$ cat config.mk
export PLATFORM = sky130hd
export DESIGN_NAME = count_sequencer
export DESIGN_NICKNAME = d
export VERILOG_FILES = /design/src/rtl/count_sequencer.sv
export SDC_FILE = /design/constraint.sdc
export NUM_CORES = 1
export LEC_CHECK = 0
export ABC_AREA = 0
export CAP_MARGIN = 25
export CORE_MARGIN = 4
export CORE_UTILIZATION = 56
export DETAILED_ROUTE_END_ITERATION = 6
export PLACE_DENSITY_LB_ADDON = 0.2
export SLEW_MARGIN = 20
export SYNTH_ARGS = -nofsm -noshare
export SYNTH_HDL_FRONTEND = slang
export SYNTH_SLANG_ARGS = --single-unit
$ cat constraint.sdc
create_clock -name clk -period 2.5 [get_ports clk]
set_input_delay 0.5 -clock clk [delete_from_list [all_inputs] [get_ports clk]]
set_output_delay 0.5 -clock clk [all_outputs]
set_load 0.02 [all_outputs]
$ cat src/rtl/count_sequencer.sv
// rtl/count_sequencer.sv - debounced run/pause/clear sequencer driving a prescaled BCD digit
// Define COUNT_SEQ_HEX_EN to count the digit 0..15 instead of 0..9.
module count_sequencer #(
    parameter logic [23:0] MAX_COUNT       = 24'd10_000_000,
    parameter logic [15:0] DEBOUNCE_CYCLES = 16'd50_000
) (
    input  logic        clk,
    input  logic        reset,
    input  logic        btn_run,
    input  logic        btn_clear,
    input  logic [7:0]  compare_sel,
    output logic [3:0]  digit,
    output logic        tick,
    output logic        wrap,
    output logic [1:0]  state,
    output logic [23:0] prescale
);

`ifdef COUNT_SEQ_HEX_EN
    localparam logic [3:0] LAST_DIGIT = 4'd15;
`else
    localparam logic [3:0] LAST_DIGIT = 4'd9;
`endif

    typedef enum logic [1:0] {
        S_IDLE  = 2'b00,
        S_RUN   = 2'b01,
        S_PAUSE = 2'b10
    } state_t;

    // Bit 0 is the run button path, bit 1 the clear button path.
    logic [1:0]       sync1_q, sync1_d;
    logic [1:0]       sync2_q, sync2_d;
    logic [1:0]       db_q, db_d;
    logic [1:0]       db_prev_q, db_prev_d;
    logic [1:0][15:0] cnt_q, cnt_d;

    state_t      state_q, state_d;
    logic [23:0] prescale_q, prescale_d;
    logic [3:0]  digit_q, digit_d;
    logic        tick_q, tick_d;
    logic        wrap_q, wrap_d;

    logic        run_press;
    logic        clear_press;
    logic [23:0] compare;

    always_ff @(posedge clk or posedge reset) begin
        if (reset) begin
            sync1_q    <= '0;
            sync2_q    <= '0;
            db_q       <= '0;
            db_prev_q  <= '0;
            cnt_q      <= '0;
            state_q    <= S_IDLE;
            prescale_q <= '0;
            digit_q    <= '0;
            tick_q     <= 1'b0;
            wrap_q     <= 1'b0;
        end else begin
            sync1_q    <= sync1_d;
            sync2_q    <= sync2_d;
            db_q       <= db_d;
            db_prev_q  <= db_prev_d;
            cnt_q      <= cnt_d;
            state_q    <= state_d;
            prescale_q <= prescale_d;
            digit_q    <= digit_d;
            tick_q     <= tick_d;
            wrap_q     <= wrap_d;
        end
    end

    always_comb begin
        sync1_d   = {btn_clear, btn_run};
        sync2_d   = sync1_q;
        db_d      = db_q;
        db_prev_d = db_q;
        cnt_d     = cnt_q;
        for (int i = 0; i < 2; i++) begin
            if (sync2_q[i] == db_q[i]) begin
                cnt_d[i] = '0;
            end else if (cnt_q[i] == DEBOUNCE_CYCLES - 16'd1) begin
                db_d[i]  = sync2_q[i];
                cnt_d[i] = '0;
            end else begin
                cnt_d[i] = cnt_q[i] + 16'd1;
            end
        end
    end

    // Press events fire on the debounced rising edge only; releases are silent.
    assign run_press   = db_q[0] & ~db_prev_q[0];
    assign clear_press = db_q[1] & ~db_prev_q[1];

    assign compare = (compare_sel == 8'd0) ? MAX_COUNT : {6'b0, compare_sel, 10'b0};

    always_comb begin
        state_d    = state_q;
        prescale_d = prescale_q;
        digit_d    = digit_q;
        tick_d     = 1'b0;
        wrap_d     = 1'b0;
        case (state_q)
            S_IDLE: begin
                prescale_d = '0;
                if (run_press) state_d = S_RUN;
            end
            S_RUN: begin
                // >= rather than == so a lowered compare terminates at once.
                if (prescale_q >= compare) begin
                    prescale_d = '0;
                    tick_d     = 1'b1;
                    if (digit_q == LAST_DIGIT) begin
                        digit_d = '0;
                        wrap_d  = 1'b1;
                    end else begin
                        digit_d = digit_q + 4'd1;
                    end
                end else begin
                    prescale_d = prescale_q + 24'd1;
                end
                if (run_press) state_d = S_PAUSE;
            end
            S_PAUSE: begin
                if (run_press) state_d = S_RUN;
            end
            default: state_d = S_IDLE;
        endcase
        if (clear_press) begin
            state_d    = S_IDLE;
            prescale_d = '0;
            digit_d    = '0;
            tick_d     = 1'b0;
            wrap_d     = 1'b0;
        end
    end

    assign digit    = digit_q;
    assign tick     = tick_q;
    assign wrap     = wrap_q;
    assign state    = state_q;
    assign prescale = prescale_q;

endmodule

== After elaboration in Yosys (flattened, before gate mapping) ==
Cells that the tools add are included.
Cells by class
  muxes and demuxes: 23
  magnitude comparators: 1
  reduce and logical (&&, ||, !) cells: 10
  $add $sub $neg: 4
  eq/ne operators: 9
  bitwise logic cells: 6
Operators with widths (count)
  two-way mux 24 bit: 3
  two-way mux 16 bit: 4
  one-hot mux 24 bit (2 select lines): 1
  adder 16 x 1 -> 16 bit (second input constant): 2
  equality test 16 bit (second input constant): 2
  adder 24 x 1 -> 24 bit (second input constant): 1
  greater-or-equal comparator 24 bit: 1
  two-way mux 4 bit: 4
  logical NOT 8 bit: 1
  AND reduction 2 bit: 4
  two-way mux 1 bit: 7
  two-way mux 2 bit: 3
  adder 4 x 1 -> 4 bit (second input constant): 1
  equality test 4 bit (second input constant): 1
  NOT 1 bit: 4
  one-hot mux 2 bit (2 select lines): 1
  nonzero test 2 bit: 2
  inequality test 3 x 1 -> 1 bit (second input constant): 1
  inequality test 3 bit (second input constant): 1
  nonzero test 3 bit: 1
  AND 1 bit: 2
  equality test 1 bit: 2
  equality test 2 x 1 -> 1 bit (second input constant): 1
  equality test 2 bit (second input constant): 1
  other kinds (2): 2
Word-level totals
  word-level logic and storage cells: 65
  input bits: 12
  output and inout port bits: 32
  flip-flop bits (word level): 72

== Longest topological paths before layout ==
Gate-level depths: netlist (run 1).
  depth after elaboration: 6
  mapped depth: 11
  depth with buffers taken out: 10

== Worst setup path before layout (run 1) ==
OpenSTA, ideal clock, no wires.
  path kind: input to register
  start: input compare_sel[3]
  end: register digit_q[3] (netlist: digit[3])
  setup time: 0.122 ns
  setup slack: -0.496 ns
  buffers on the path: 0
  data required time: 2.378 ns
  cell stages on the path: 10
  arrival: 2.875 ns
  cells stage by stage: or4_1 nor2_1 inv_1 ha_1 nand4bb_1 nor3_1 nor3_1 a31oi_4 nand2_1 a32o_1
Between the ends
  cells in the longest elaborated chain, start to end: 5
Ends and longest elaborated chain
  from (decl): RTL line 11  | input logic [7:0] compare_sel,
  logical NOT 8 bit: RTL line 96  | assign compare = (compare_sel == 8'd0) ? MAX_COUNT : {6'b0, compare_sel, 10'b0};
  two-way mux 24 bit *: RTL line 96
  greater-or-equal comparator 24 bit *: RTL line 111  | if (prescale_q >= compare) begin
  nonzero test 2 bit (no line) *
  AND reduction 2 bit (no line) *
  to (signal assigned): RTL line 68  | digit_q <= digit_d;
  to (decl): RTL line 40  | logic [3:0] digit_q, digit_d;
Mark *: on every way between the ends. The rest lies on a longest branch, timed or not.
A chain may end at the register's enable or synchronous reset.

== Worst setup path after layout (run 1) ==
  start: input compare_sel[2]
  end: register prescale_q[16] (netlist: prescale[16])
Between the ends
  cells in the longest elaborated chain, start to end: 6
Ends and longest elaborated chain
  logical NOT 8 bit: RTL line 96
  two-way mux 24 bit *: RTL line 96
  greater-or-equal comparator 24 bit *: RTL line 111
  two-way mux 24 bit *: RTL line 111
  one-hot mux 24 bit (2 select lines) *: RTL line 104  | case (state_q)
  two-way mux 24 bit *: RTL line 130  | if (clear_press) begin
  to (signal assigned): RTL line 67  | prescale_q <= prescale_d;
  to (decl): RTL line 39  | logic [23:0] prescale_q, prescale_d;
Marks and branches as above.

==> summary.md, run 1 <==
| Metric | Value |
|---|---|
| Outcome | `complete, but fails checks` |
| Failing checks | `setup timing` |
| First-pass GRT wire length | `14.9 mm` |
| CP endpoint kind | `flip-flop` |
| Post-layout min period | `2710 ps` |
| I/O pins | `44` |
| PortBufs | `43` |
| RSZ-0062 raised after global routing | `true` |
| Cell Pwr Density | `452 nW/um2` |
| GPL Wtd Cong | `0.836` |
| Startpoint Class | `input port` |
| CTS root buf | `clkbuf_8` |
| H-tree depth | `3` |
| Main flop type after synthesis | `dfrtp_1` |
| Layout cells sized above 1 | `0.184` |
| Cell Rows | `29` |
| Worst EP required | `2740 ps` |
| Multi-input logic area | `2150 um2` |
| Transition time at the pin with the least slew margin | `606 ps` |
| Most common cell after layout, fill and taps aside | `dfrtp_1` |
| Clock Latency Late Sink | `350 ps` |
| Clock tree buffer depth | `2` |
| Die Area | `8260 um2` |
| Fmax | `0.369 GHz` |
| Core area | `6490 um2` |
| Core Util, Final | `0.760` |
| Initial DRC count | `146` |
| Synth Net Count | `431` |
| Final Hold Viols | `0` |
| Crit-path cells | `buf_6 -> or4_4 -> nor2_4 -> nor2_1 -> ha_1 -> nand4_1 -> nor4_2 -> nand3_2 -> buf_4 -> a31oi_4 -> buf_6 -> nor2_1` |
| Peak VDD IR | `0.361 mV` |
| Fin. max-slew vios | `0` |
| Slew headroom | `0.596` |
| Reg clk slew, reported paths | `80 ps` |
| Clk sinks | `72` |
| Post-synthesis area per instance | `9.62 um2` |
| TritonCTS clock tree | `yes` |
| FF+latch area | `1800 um2` |
| Critical Path Fanout Max | `7` |
| Post-synth EDFFs | `0` |
| Seq/Total Area, Yosys | `0.468` |
| Pin count of the biggest net entering global routing | `56` |
| CTS buffer count | `9` |
| Via Count | `3149` |
| Via density per instance | `5.73` |
| Fin Hold WS | `352 ps` |
| Remaining DRCs | `0` |
| Fraction of registers with async set/reset | `1.00` |
| Final Cycle Share | `1.08` |
| Starting density of the core | `0.592` |
| Initial antenna violation count | `0` |
| Worst Hold Class | `flip-flop to flip-flop` |
| DP HPWL | `5.81 mm` |
| Routed WL | `8.69 mm` |
| Drt pass-1 iters | `4` |
| Worst path slowest cell | `or4_4` |
| P_leak | `0.00219 uW` |
| Die H | `90.9 um` |
| Critical path class | `input port to flip-flop` |
| Setup TNS | `-4880 ps` |
| Critical path arrival | `2950 ps` |
| Synth warnings | `0` |
| CP bufs+invs | `3` |
| Vias in the first global route | `3170` |
| Total global routing overflow | `0` |
| Routed WL per cell | `15.8 um` |
| Critical path's top delay family | `simple AND/OR/NAND/NOR gates` |
| Largest stage delay on the critical path | `540 ps` |
| Die W | `90.9 um` |
| Antenna viol nets, final | `0` |
| Nets@finish | `500` |
| Commonest cells after routing, fill and taps aside | `dfrtp_1, nor2_1, nand2_1` |
| Gate Count Post-Synth | `400` |
| Worst clock skew | `7.87 ps` |
| Fin worst setup slack | `-212 ps` |
| P&R area growth vs syn | `28.3%` |
| Setup Viol. Count Final | `30` |
| Diode count | `0` |
| Synthesized flop and latch total | `72` |
| Total power | `2230 uW` |
| Max cap viols | `0` |
| Post-Syn Area | `3850 um2` |
| Synth cell types | `50` |
| Filler cell count | `443` |
| GRT Overall Usage | `0.223` |
worst paths after layout:
check,startpoint,endpoint,slack [ps],cells after the start
setup / recovery,compare_sel[2],prescale[16],-210,12
hold / removal,sync1_q[1],sync2_q[1],350,0
setup reg to reg,prescale[7],prescale[16],210,9
hold reg to reg,sync1_q[1],sync2_q[1],350,0
max in group asynchronous,reset,prescale[8],1450,3
min in group asynchronous,reset,cnt_q[16],440,2
what timing repair did:
action                     CTS  global route
hold buffers                 0             0
setup buffers                8             0
pin swaps                   20            14
gates resized for setup     51            13
gates cloned                 2             0
setup endpoints to repair   30            30
final cells by class:
class / instances / share of cell area
Multi-Input combinational cell: 303 / 0.436
Timing Repair Buffer: 66 / 0.125
Inverter: 17 / 0.0134
Sequential cell: 72 / 0.365
Clock buffer: 11 / 0.0307
Clock inverter: 4 / 0.0106
Tap cell: 77 / 0.0195
flip-flops by register name, summed over array words and instances, names as in the netlist:
register,count
cnt_q,32
db_prev_d,2
db_prev_q,2
digit,4
prescale,24
state,2
sync1_q,2
sync2_q,2
tick,1
wrap,1
Yosys cell counts, types with 2 or more instances:
cell type / instances / area [um2]
a211o_1: 2 / 17.5
a21o_1: 5 / 37.5
a21oi_1: 7 / 35.0
a31oi_1: 2 / 12.5
and2_1: 3 / 18.8
and3_1: 15 / 93.8
and4_1: 2 / 17.5
buf_6: 2 / 22.5
clkbuf_1: 4 / 15.0
dfrtp_1: 72 / 1800
ha_1: 19 / 238
inv_1: 17 / 63.8
mux2_2: 2 / 22.5
nand2_1: 39 / 146
nand2b_1: 6 / 37.5
nand3_1: 23 / 115
nand4_1: 9 / 56.3
nor2_1: 68 / 255
nor3_1: 10 / 50.1
nor4_1: 5 / 31.3
o21ai_0: 14 / 70.1
or3_1: 2 / 12.5
or4_1: 3 / 22.5
xnor2_1: 15 / 131
xor2_1: 29 / 254
per-stage QoR:
step           std cells  worst slack, ps  instance area, um2
6_report             550             -212                4940
3_3_place_gp         525             -829                4520
2_1_floorplan        400             -259                3930
4_1_cts              550             -197                4880
3_5_place_dp         525             -914                4520
5_1_grt              550             -292                4940
worst register-to-register path, cell delays in order (launching register included):
cell,delay [ps]
dfrtp_1,500
inv_1,80
ha_1,280
nand2_1,80
o41ai_4,360
nand3_2,240
buf_4,210
a31oi_4,200
buf_6,170
nor2_1,60
cell families after synthesis:
kind of cell | share of synthesized area
adder cells (fa/ha/maj) | 0.0618
AND/OR/NAND/NOR | 0.260
buffers and inverters | 0.0309
flip-flops | 0.468
AO/OA/AOI/OAI | 0.0732
XOR/XNOR | 0.100
multiplexers | 0.00585
power by group:
part | switching, uW | total (uW) | internal (uW)
Clock | 439 | 952 | 513
Combinational | 55.8 | 95.6 | 39.8
Sequential | 8.37 | 1180 | 1170
layer usage:
| metal | global-route usage | part of all wire | up-vias |
|---|---|---|---|
| li1 | - | - | 1510 |
| met1 | 0.289 | 0.43 | 1533 |
| met2 | 0.358 | 0.49 | 88 |
| met3 | 0.0633 | 0.060 | 18 |
| met4 | 0.0829 | 0.018 | 0 |
| met5 | 0 | 0 | - |
(Power assumes the default switching activity.)
==> run 2, diff against run 1 <==
--- a/config.mk
+++ b/config.mk
@@ -8,7 +8,8 @@
 export ABC_AREA = 0
 export CAP_MARGIN = 25
 export CORE_MARGIN = 4
-export CORE_UTILIZATION = 56
+export CORE_UTILIZATION = 58
+export CTS_BUF_LIST = sky130_fd_sc_hd__clkbuf_4
 export DETAILED_ROUTE_END_ITERATION = 6
 export PLACE_DENSITY_LB_ADDON = 0.2
 export SLEW_MARGIN = 20
==> constraint.sdc (replaced) <==
create_clock -name clk -period 3 [get_ports clk]
set_input_delay 0.6 -clock clk [delete_from_list [all_inputs] [get_ports clk]]
set_output_delay 0.6 -clock clk [all_outputs]
set_load 0.02 [all_outputs]
==> summary.md, run 2 (synthesized netlist as in run 1, its figures left out) <==
| Metric | Value |
|---|---|
| Outcome | `complete, no violations` |
| Die W | `89.4 um` |
| Setup Viol. Count Final | `0` |
| H-tree depth | `3` |
| Multi-input logic area | `2070 um2` |
| Core Util, Final | `0.742` |
| RSZ-0062 raised after global routing | `false` |
| Pre-CTS setup slack | `-532 ps` |
| I/O pins | `44` |
| Internal Power | `1260 uW` |
| Reg2reg path depth | `8` |
| Worst clock skew | `16.5 ps` |
| Clk sinks | `72` |
| Vias in the first global route | `3080` |
| CTS root buf | `clkbuf_4` |
| Most common cell after layout, fill and taps aside | `dfrtp_1` |
| Critical path class | `input port to flip-flop` |
| Post-layout min period | `2740 ps` |
| Sw frac | `0.238` |
| Critical path's top delay family | `simple AND/OR/NAND/NOR gates` |
| Critical Path Fanout Max | `5` |
| P&R area growth vs syn | `23.2%` |
| Clock Latency Late Sink | `420 ps` |
| Slew headroom | `0.590` |
| First-pass GRT wire length | `14.4 mm` |
| Pin count of the biggest net entering global routing | `36` |
| Commonest cells after routing, fill and taps aside | `dfrtp_1, nor2_1, nand2_1` |
| Fin worst setup slack | `258 ps` |
| Fin. max-slew vios | `0` |
| Antenna viol nets, final | `0` |
| Largest stage delay on the critical path | `550 ps` |
| CP endpoint kind | `flip-flop` |
| Cell Rows | `29` |
| Initial antenna violation count | `0` |
| DP HPWL | `5.80 mm` |
| Seq pwr share | `0.598` |
| Final Cycle Share | `0.914` |
| P_sw | `392 uW` |
| Routed WL per cell | `15.1 um` |
| GPL Wtd Cong | `0.842` |
| Max reg flops | `32` |
| FF+latch area | `1800 um2` |
| Cell Pwr Density | `348 nW/um2` |
| P_leak | `0.00215 uW` |
| Non-filler cells, final | `542` |
| Nets@finish | `491` |
| Peak VDD IR | `0.313 mV` |
| Via density per instance | `5.72` |
| Fmax | `0.365 GHz` |
| Via Count | `3101` |
| Transition time at the pin with the least slew margin | `616 ps` |
| PortBufs | `43` |
| GRT Overall Usage | `0.231` |
| Worst Hold Class | `flip-flop to flip-flop` |
| Comb pwr share | `0.047` |
| Layout cells sized above 1 | `0.120` |
| TritonCTS clock tree | `yes` |
| CP bufs+invs | `3` |
| Total global routing overflow | `0` |
| CP Depth | `13` |
| Startpoint Class | `input port` |
| Die Area | `8000 um2` |
| Worst path slowest cell | `or4_4` |
| Crit-path cells | `dlymetal6s2s_1 -> or4_4 -> nor2_4 -> nor2_2 -> ha_1 -> nand4_1 -> buf_4 -> nor3_4 -> a22oi_2 -> buf_6 -> a31oi_4 -> nand2_1 -> a32o_1` |
| Drt pass-1 iters | `4` |
| Filler cell count | `447` |
| Hold Crit Depth | `0` |
| CTS buffer count | `9` |
| Core area | `6390 um2` |
| Power share of the clock group | `0.355` |
| Initial DRC count | `168` |
| Clock tree buffer depth | `2` |
| Die H | `89.4 um` |
| Routed WL | `8.20 mm` |
| Reg clk slew, reported paths | `130 ps` |
| Remaining DRCs | `0` |
| Hold-fix buffers, CTS | `0` |
| Max cap viols | `0` |
| Worst EP required | `3310 ps` |
| Top reg by flops | `cnt_q` |
| Starting density of the core | `0.602` |
| Diode count | `0` |
| Placed Cells incl. Taps | `520` |
| Critical path arrival | `3050 ps` |
| Final Hold Viols | `0` |
-- run 2: cell types whose count changed in the layout (fill, tap and decap cells not counted), sizes merged --
cell,before,now
nand3,26,27
buf,29,13
inv,18,17
clkinvlp,0,1
clkbuf,12,9
dlymetal6s2s,0,8
clkdlybuf4s15,1,0
clkinv,2,5
-- run 2: what timing repair did --
item,CTS,global route
gates resized for setup,19,13
pin swaps,13,8
setup buffers,4,0
endpoints found under the setup margin,12,28
endpoints found under the hold margin,0,0
cloned,2,0
-- run 2: area by class of cell --
class | instances | area share
tap | 77 | 0.0203
inverter | 17 | 0.0140
clock buffer | 9 | 0.0143
timing repair buffer | 56 | 0.121
clock inverter | 7 | 0.0132
sequential | 72 | 0.380
multi-input combinational | 304 | 0.437
-- run 2: layer usage --
layer / vias up / track usage / wire length, um / share of wire
li1: 1501 / - / - / -
met1: 1531 / 0.312 / 3780 / 0.46
met2: 56 / 0.373 / 3960 / 0.48
met3: 13 / 0.0442 / 332 / 0.040
met4: 0 / 0.0839 / 131 / 0.016
met5: - / 0 / 0 / 0
-- run 2: worst paths after layout --
kind / start / to / slack (ps)
worst max-delay path: compare_sel[1] / digit[3] / 260
worst max register to register: prescale[7] / digit[3] / 790
worst min-delay path: sync1_q[1] / sync2_q[1] / 360
max in group asynchronous: reset / db_prev_q[1] / 1920
min in group asynchronous: reset / cnt_q[29] / 460
worst min register to register: sync1_q[1] / sync2_q[1] / 360
-- run 2: power by group through the flow --
stage / registers [uW] / logic (uW) / clock network [uW]
2_1_floorplan: 1000 / 40.7 / 0
3_3_place_gp: 1000 / 71.2 / 0
3_5_place_dp: 1010 / 72.8 / 0
4_1_cts: 986 / 79.6 / 601
5_1_grt: 988 / 88.8 / 648
6_report: 986 / 78.3 / 585
-- run 2: per-stage QoR --
step	area [um2]	power [uW]	hold slack, ps	TNS, ps
final	4740	1650	355	0
after global routing	4740	1730	392	0
after CTS	4700	1670	370	0
after detailed placement	4410	1080	353	-13160
after global placement	4410	1080	335	-11800
after floorplan	3850	1040	331	0
==> run 3, diff against run 2 <==
--- a/config.mk
+++ b/config.mk
@@ -8,7 +8,7 @@
 export ABC_AREA = 0
 export CAP_MARGIN = 25
 export CORE_MARGIN = 4
-export CORE_UTILIZATION = 58
+export CORE_UTILIZATION = 50
 export CTS_BUF_LIST = sky130_fd_sc_hd__clkbuf_4
 export DETAILED_ROUTE_END_ITERATION = 6
 export PLACE_DENSITY_LB_ADDON = 0.2
==> summary.md, run 3 (synthesized netlist as in run 1, its figures left out) <==
| Metric | Value |
|---|---|
| Outcome | `complete, no violations` |
| Routed WL per cell | `14.5 um` |
| Initial antenna violation count | `0` |
| Final Cycle Share | `0.975` |
| Cell Pwr Density | `333 nW/um2` |
| I/O pins | `44` |
| Diode count | `0` |
| Routed WL | `8.16 mm` |
| Peak VDD IR | `0.304 mV` |
| Layout cells sized above 1 | `0.136` |
| Transition time at the pin with the least slew margin | `606 ps` |
| Die W | `95.7 um` |
| Core Util, Final | `0.640` |
| Sw frac | `0.241` |
| Via density per instance | `5.48` |
| Post-layout min period | `2920 ps` |
| P_leak | `0.00210 uW` |
| GRT Overall Usage | `0.192` |
| Internal Power | `1190 uW` |
| CTS buffer count | `9` |
| Startpoint Class | `input port` |
| First-pass GRT wire length | `13.6 mm` |
| Critical path class | `input port to flip-flop` |
| Total global routing overflow | `0` |
| Worst EP required | `3310 ps` |
| Worst clock skew | `17.1 ps` |
| Top reg by flops | `cnt_q` |
| Fin Hold WS | `360 ps` |
| Pre-CTS setup slack | `-565 ps` |
| Worst path slowest cell | `or4_4` |
| Reg clk slew, reported paths | `100 ps` |
| Starting density of the core | `0.522` |
| Drt pass-1 iters | `4` |
| P_sw | `379 uW` |
| Pin count of the biggest net entering global routing | `73` |
| CP endpoint kind | `flip-flop` |
| CTS root buf | `clkbuf_4` |
| CP bufs+invs | `2` |
| Vias in the first global route | `2991` |
| Most common cell after layout, fill and taps aside | `dfrtp_1` |
| Critical path's top delay family | `compound AO/OA/AOI/OAI gates` |
| Fin worst setup slack | `76.1 ps` |
| Via Count | `3072` |
| Remaining DRCs | `0` |
| TritonCTS clock tree | `yes` |
| Die Area | `9160 um2` |
| Commonest cells after routing, fill and taps aside | `dfrtp_1, nor2_1, nand2_1` |
| Comb pwr share | `0.048` |
| Power share of the clock group | `0.324` |
| Clock tree buffer depth | `2` |
| Slew headroom | `0.596` |
| Post-place instance area | `4440 um2` |
| Final Hold Viols | `0` |
| Critical Path Fanout Max | `8` |
| Max reg flops | `32` |
| Die H | `95.7 um` |
| Nets@finish | `488` |
| Fin. max-slew vios | `0` |
| Clk sinks | `72` |
| Initial DRC count | `133` |
| Core area | `7370 um2` |
| Seq pwr share | `0.629` |
| DP HPWL | `5.61 mm` |
| Crit-path cells | `dlygate4sd2_1 -> or4_4 -> nor2_4 -> inv_4 -> ha_1 -> a21oi_2 -> o21ai_2 -> a22oi_2 -> nand3_4 -> o21ba_4 -> a31oi_1` |
| Clock Latency Late Sink | `400 ps` |
| H-tree depth | `3` |
| Worst Hold Class | `flip-flop to flip-flop` |
| Fin area | `4720 um2` |
| PortBufs | `43` |
| P&R area growth vs syn | `22.6%` |
| Max cap viols | `0` |
| Setup Viol. Count Final | `0` |
| GPL Wtd Cong | `0.807` |
| Cell Rows | `31` |
| Largest stage delay on the critical path | `520 ps` |
| Fmax | `0.342 GHz` |
| Antenna viol nets, final | `0` |
| Critical path arrival | `3240 ps` |
==> run 3: final timing paths <==
path                                start           end  slack, ps  cells past startpoint
max in group asynchronous           reset     cnt_q[29]       2120                      3
max                        compare_sel[0]  prescale[22]         80                     11
min                            sync1_q[1]    sync2_q[1]        360                      0
min reg2reg                    sync1_q[1]    sync2_q[1]        360                      0
min in group asynchronous           reset     cnt_q[10]        590                      3
max reg2reg                  prescale[17]  prescale[22]        750                      8
==> run 3: per-layer routing <==
layer	global-route usage	routed length [um]
met3	0.0422	400
met2	0.309	3820
met5	0	0
met4	0.0972	214
met1	0.244	3730
==> run 3: layout make-up <==
type	count	area (um2)
Clock buffer	11	82.6
Multi-Input combinational cell	303	2090
Fill cell	651	2650
Tap cell	99	124
Clock inverter	5	23.8
Timing Repair Buffer	54	527
Sequential cell	72	1800
Inverter	17	66.3
==> run 3: through the flow <==
step                total power, uW  TNS (ps)  instances
floorplan                      1040         0        400
global placement               1080    -12430        543
detailed placement             1080    -14740        543
CTS                            1590         0        560
global route                   1650     -14.6        561
finish                         1570         0        561
==> run 3: what timing repair did <==
action,CTS,global route
endpoints found under the hold margin,0,0
pin swaps,12,16
hold buffers,0,0
setup buffers,0,1
gates cloned,1,0
setup endpoints to repair,27,17
gates resized for setup,16,23
==> run 3: power groups by stage <==
stage / registers (uW) / clock network [uW] / logic [uW]
3_5_place_dp: 1010 / 0 / 74.7
3_3_place_gp: 1000 / 0 / 72.0
5_1_grt: 988 / 575 / 85.7
2_1_floorplan: 1000 / 0 / 40.7
6_report: 986 / 508 / 74.8
4_1_cts: 986 / 530 / 73.4
